### src/rtl/sw_pkg.sv
// Shared constants for the switch-input conditioning stage.
//   N_SW_DEFAULT      : number of switch bits fed to the CPU
//   DB_CYCLES_DEFAULT : debounce acceptance length in clock cycles
//   HS_BIT            : index of the handshake ("data ready") switch
package sw_pkg;
    localparam int N_SW_DEFAULT      = 9;
    localparam int DB_CYCLES_DEFAULT = 16;
    localparam int HS_BIT            = N_SW_DEFAULT - 1;
endpackage

### src/rtl/debounce_bit.sv
// One switch bit: two-flop synchroniser followed by a debounce counter and
// the accepted (stable) level.
// Ports:
//   clk    : system clock, rising edge
//   reset  : asynchronous active-high reset
//   raw    : asynchronous raw switch level
//   stable : debounced level
//   accept : high in the cycle whose rising edge loads a new stable level
module debounce_bit
    import sw_pkg::*;
#(
    parameter int DB_CYCLES = DB_CYCLES_DEFAULT
) (
    input  logic clk,
    input  logic reset,
    input  logic raw,
    output logic stable,
    output logic accept
);
    localparam int CNT_W = $clog2(DB_CYCLES);

    logic             sync1_reg;
    logic             sync2_reg;
    logic             stable_reg;
    logic [CNT_W-1:0] cnt_reg;

    // The synchronised level has differed from stable for DB_CYCLES-1
    // edges already; this edge makes it DB_CYCLES and takes the new level.
    assign accept = (sync2_reg != stable_reg) && (cnt_reg == CNT_W'(DB_CYCLES - 1));
    assign stable = stable_reg;

    always_ff @(posedge clk or posedge reset) begin
        if (reset) begin
            sync1_reg  <= 1'b0;
            sync2_reg  <= 1'b0;
            stable_reg <= 1'b0;
            cnt_reg    <= '0;
        end else begin
            sync1_reg <= raw;
            sync2_reg <= sync1_reg;
            if (sync2_reg == stable_reg) begin
                // Any return to the stable level discards the partial count.
                cnt_reg <= '0;
            end else if (accept) begin
                stable_reg <= sync2_reg;
                cnt_reg    <= '0;
            end else begin
                cnt_reg <= cnt_reg + 1'b1;
            end
        end
    end
endmodule

### src/rtl/sw_conditioner.sv
// Input conditioning for the picoMIPS switch bus: per-bit synchronise and
// debounce, plus single-cycle edge pulses on the handshake bit (MSB).
// Optional build macro SW_CONDITIONER_CAPTURE_EN: when defined, the data bits
// of sw are a register loaded from the debounced data bits only when a
// handshake rise is accepted; otherwise all bits follow the debounced levels.
// Ports:
//   clk     : system clock, rising edge
//   reset   : asynchronous active-high reset
//   sw_raw  : raw board switch levels
//   sw      : conditioned switch bus to the CPU
//   hs_rise : one-cycle pulse coincident with sw[N_SW-1] going 0->1
//   hs_fall : one-cycle pulse coincident with sw[N_SW-1] going 1->0
module sw_conditioner
    import sw_pkg::*;
#(
    parameter int N_SW      = N_SW_DEFAULT,
    parameter int DB_CYCLES = DB_CYCLES_DEFAULT
) (
    input  logic            clk,
    input  logic            reset,
    input  logic [N_SW-1:0] sw_raw,
    output logic [N_SW-1:0] sw,
    output logic            hs_rise,
    output logic            hs_fall
);
    localparam int HS = N_SW - 1;

    logic [N_SW-1:0] stable;
    logic [N_SW-1:0] accept;
    logic            hs_rise_reg;
    logic            hs_fall_reg;
    logic            hs_rise_next;
    logic            hs_fall_next;
    logic            unused_accept;

    generate
        for (genvar gi = 0; gi < N_SW; gi++) begin : g_bit
            debounce_bit #(
                .DB_CYCLES(DB_CYCLES)
            ) u_bit (
                .clk    (clk),
                .reset  (reset),
                .raw    (sw_raw[gi]),
                .stable (stable[gi]),
                .accept (accept[gi])
            );
        end
    endgenerate

    // Acceptance always flips the stable level, so the direction of the
    // edge is the inverse of the level held before this edge.
    assign hs_rise_next = accept[HS] && !stable[HS];
    assign hs_fall_next = accept[HS] &&  stable[HS];

    always_ff @(posedge clk or posedge reset) begin
        if (reset) begin
            hs_rise_reg <= 1'b0;
            hs_fall_reg <= 1'b0;
        end else begin
            hs_rise_reg <= hs_rise_next;
            hs_fall_reg <= hs_fall_next;
        end
    end

    assign hs_rise       = hs_rise_reg;
    assign hs_fall       = hs_fall_reg;
    assign unused_accept = ^accept[HS-1:0];

`ifdef SW_CONDITIONER_CAPTURE_EN
    logic [HS-1:0] capture_reg;

    // Data byte is frozen at the handshake: take the debounced data bits
    // as they stand when the rising handshake is accepted.
    always_ff @(posedge clk or posedge reset) begin
        if (reset) begin
            capture_reg <= '0;
        end else if (hs_rise_next) begin
            capture_reg <= stable[HS-1:0];
        end
    end

    assign sw = {stable[HS], capture_reg};
`else
    assign sw = stable;
`endif
endmodule
### config.mk
export PLATFORM = sky130hd
export DESIGN_NAME = sw_conditioner
export DESIGN_NICKNAME = d
export VERILOG_FILES = /design/src/rtl/sw_pkg.sv /design/src/rtl/debounce_bit.sv /design/src/rtl/sw_conditioner.sv
export SDC_FILE = /design/constraint.sdc
export NUM_CORES = 1
export LEC_CHECK = 0
export CORE_MARGIN = 5
export CORE_UTILIZATION = 50
export DETAILED_ROUTE_END_ITERATION = 12
export DONT_BUFFER_PORTS = 1
export GPL_TIMING_DRIVEN = 0
export PLACE_DENSITY_LB_ADDON = 0.2
export REMOVE_ABC_BUFFERS = 1
export SETUP_SLACK_MARGIN = 0.15
export SYNTH_ARGS = -nofsm -noshare
export SYNTH_HDL_FRONTEND = slang
export SYNTH_SLANG_ARGS = --single-unit
### constraint.sdc
create_clock -name clk -period 3.2 [get_ports clk]
set_clock_uncertainty 0.2 [all_clocks]
set_input_delay 0.64 -clock clk [delete_from_list [all_inputs] [get_ports clk]]
set_output_delay 0.64 -clock clk [all_outputs]
set_load 0.02 [all_outputs]
==> impl_results.md <==
* Status: complete, no violations
* 1st-pass router iterations at 4
* Routed length per instance at 14.25 µm
* CTS Buf Count at 9
* Max_slew headroom at 0.7182
* Max reg flops at 36
* GR Util met2 at 0.2394
* Reg power frac at 0.523
* Compound-gate portion of the synthesized area at 0.07976
* Final hold violation count at 0
* Yosys cell types at 18
* Iteration-0 DRC Markers at 60
* Final cycle utilization of the critical path at 0.5274
* Post-Synthesis Cell Area at 2541 µm²
* Fill cells at 414
* Cells after synthesis at 190
* Logic pwr share at 0.051
* Chip height at 81.29 µm
* YS warnings at 0
* CTS Sinks at 65
* Unrepaired setup endpoints after global routing: false
* GRT met3 Usage at 0.04435
* Share of layout cells above drive strength 1 at 0.1357
* Post-synthesis simple-gate area fraction at 0.09404
* Multi-input logic area at 817.0 µm²
* Peak VDD IR at 0.0003453 V
* Std cell rows at 26
* Nets at 214
* Clock tree root buffer cell: clkbuf_8
* Routed vias/inst at 5.178
* Worst hold path type: in -> reg
* Critical Path AT at 850 ps
* Die Footprint at 6608 µm²
* Final-report max-slew violation count at 0
* Max-Cap Viols at 0
* Endpoints failing setup at 0
* Routed WL at 3834 µm
* RR Startpoint: g_bit[2].u_bit.cnt_reg[0]
* Total core area at 5010 µm²
* P_leak at 1.231 nW
* GR peak layer: met2
* Tmin final at 1688 ps
* Clock Power Share at 0.426
* Htree depth at 3
* Cts repair resizes at 0
* Commonest non-fill, non-tap cell in the layout: dfrtp_1
* CTS Hold Bufs at 1
* Placed cells at 252
* R2R depth at 3
* Port bufs at 0
* CTS tree: built
* Area growth, synth to finish at 10.24%
* # diodes at 0
* Starting Density at 0.5072
* Synth Area in XOR/XNOR at 0.06204
* CP startpoint: g_bit[8].u_bit.stable
* Slew @ Worst Pin at 422.1 ps
* Peak Freq at 0.5926 GHz
* Clock Tree Buf Depth at 2
* Routability Congestion at 0.6765
* First-pass GRT wire length at 6824 µm
* Area contributors post-synth: dfrtp_1, xnor2_1, ha_1
* Adder-Cell Fraction of Synth Area at 0.04431
* Sequential element share of the synthesized area at 0.6401
* Most frequent cells in the layout: dfrtp_1, xnor2_1, a21oi_1
* R2R Setup Slk at 1740 ps
* Post-route ant nets at 0
* Switching share of total power at 0.2200
* I/O pin count at 22
* Capturing element type of the critical path: primary output
* Via Count at 1393
* Largest area contributor in the netlist: dfrtp_1
* WHS Endpoint: g_bit[5].u_bit.sync1_reg
* Synth top area share at 0.6401
* Post-synthesis mux area share at 0.04136
* Internal power at 1.336 mW
* Post-CTS Setup Repair Bufs at 0
* Net Sw Power at 0.3769 mW
* Total Routing Usage GR at 0.1358
* Reg clk slew, reported paths at 70 ps
* Number of global-route vias before repair at 1564
* Avg Cell Area, Syn at 13.37 µm²
* Clk Latency, worst-skew pair at 320 ps
* CP Class: reg -> out
* R2r endpoint: g_bit[2].u_bit.stable
* CP required at 2360 ps
* Crit-path max FO at 5
* Global routing usage on met1 at 0.1474
* Sequential Area at 1627 µm²
* Hold Crit Start: sw_raw[5]
* Detail Placement HPWL at 2665 µm
* CP Launch Type: flip-flop
* Setup_tns at 0 ps
* Power Density at 611.4 nW/µm²
* Yosys reg bits at 65
* Non-filler cells, final at 269
* Largest net degree at the start of global routing at 47
* Die width at 81.29 µm
* WHS Path Cells at 0
* Initial antenna violation count at 0
* Total gr overflow at 0
* DR DRC count at 0
* Largest family of logic cells by synthesized area: simple AND/OR/NAND/NOR gates
metal layers:
layer	part of all wire	routed length, µm	vias up
li1	-	-	666
met4	0.0089	34	0
met5	0	0	-
met3	0.042	161	4
met1	0.41	1560	700
met2	0.54	2078	23
synthesized netlist by cell type:
| cell | instances |
|---|---|
| inv_1 | 8 |
| dfrtp_1 | 65 |
| nand3_1 | 8 |
| nand4b_1 | 7 |
| xnor2_1 | 18 |
| a311oi_1 | 8 |
| nor2b_1 | 9 |
| nor3b_1 | 5 |
| mux2_4 | 1 |
| o21ai_0 | 7 |
| a21o_1 | 2 |
| nand3_2 | 1 |
| nor2_1 | 9 |
| ha_1 | 9 |
| a21oi_1 | 14 |
| buf_4 | 9 |
| mux2_2 | 8 |
| a31oi_1 | 2 |
area by class of cell:
| cell class | count | area share |
|---|---|---|
| clock inverters | 6 | 0.02948 |
| multi-input cells | 108 | 0.2916 |
| repair buffers | 2 | 0.01072 |
| well taps | 70 | 0.03126 |
| inverters | 8 | 0.01072 |
| clock buffers | 10 | 0.04556 |
| flip-flops and latches | 65 | 0.5806 |
metrics by stage:
stage / hold slack (ps) / util / setup slack (ps) / area, µm² / power [mW]
floorplan: 131.2 / - / 733.5 / 2474 / 0.9713
CTS: 122.0 / 0.5592 / 1491 / 2801 / 1.738
global placement: 133.7 / 0.5112 / 248.2 / 2561 / 0.9827
global route: 115.4 / 0.5592 / 1471 / 2801 / 1.792
detailed placement: 134.7 / 0.5152 / 1771 / 2581 / 0.9997
finish: 137.9 / 0.5592 / 1512 / 2801 / 1.713
kinds of logic (layout without fill, tap and decap cells):
| group | Yosys count | count (layout) |
|---|---|---|
| AO/OA/AOI/OAI | 33 | 33 |
| XOR/XNOR | 18 | 18 |
| adder cells (fa/ha/maj) | 9 | 9 |
| buffers and inverters | 17 | 26 |
| flip-flops | 65 | 65 |
| multiplexers | 9 | 9 |
| AND/OR/NAND/NOR | 39 | 39 |
power groups by stage:
stage               sequential [mW]  combinational (mW)  clock (mW)
floorplan                     0.902              0.0688           0
detailed placement            0.912              0.0879           0
CTS                           0.896              0.0902       0.752
finish                        0.896              0.0870       0.729
global placement              0.906              0.0763           0
global route                  0.902               0.104       0.786
worst max-delay path by stage:
stage	endpoint	depth (start not counted)	slack, ps
final	sw[8]	0	1510
after global routing	sw[8]	0	1470
after CTS	sw[8]	0	1490
after detailed placement	g_bit[8].u_bit.cnt_reg[3]	3	1770
after global placement	g_bit[1].u_bit.cnt_reg[3]	1	250
after floorplan	g_bit[0].u_bit.cnt_reg[0]	1	730
(Power assumes the default switching activity.)
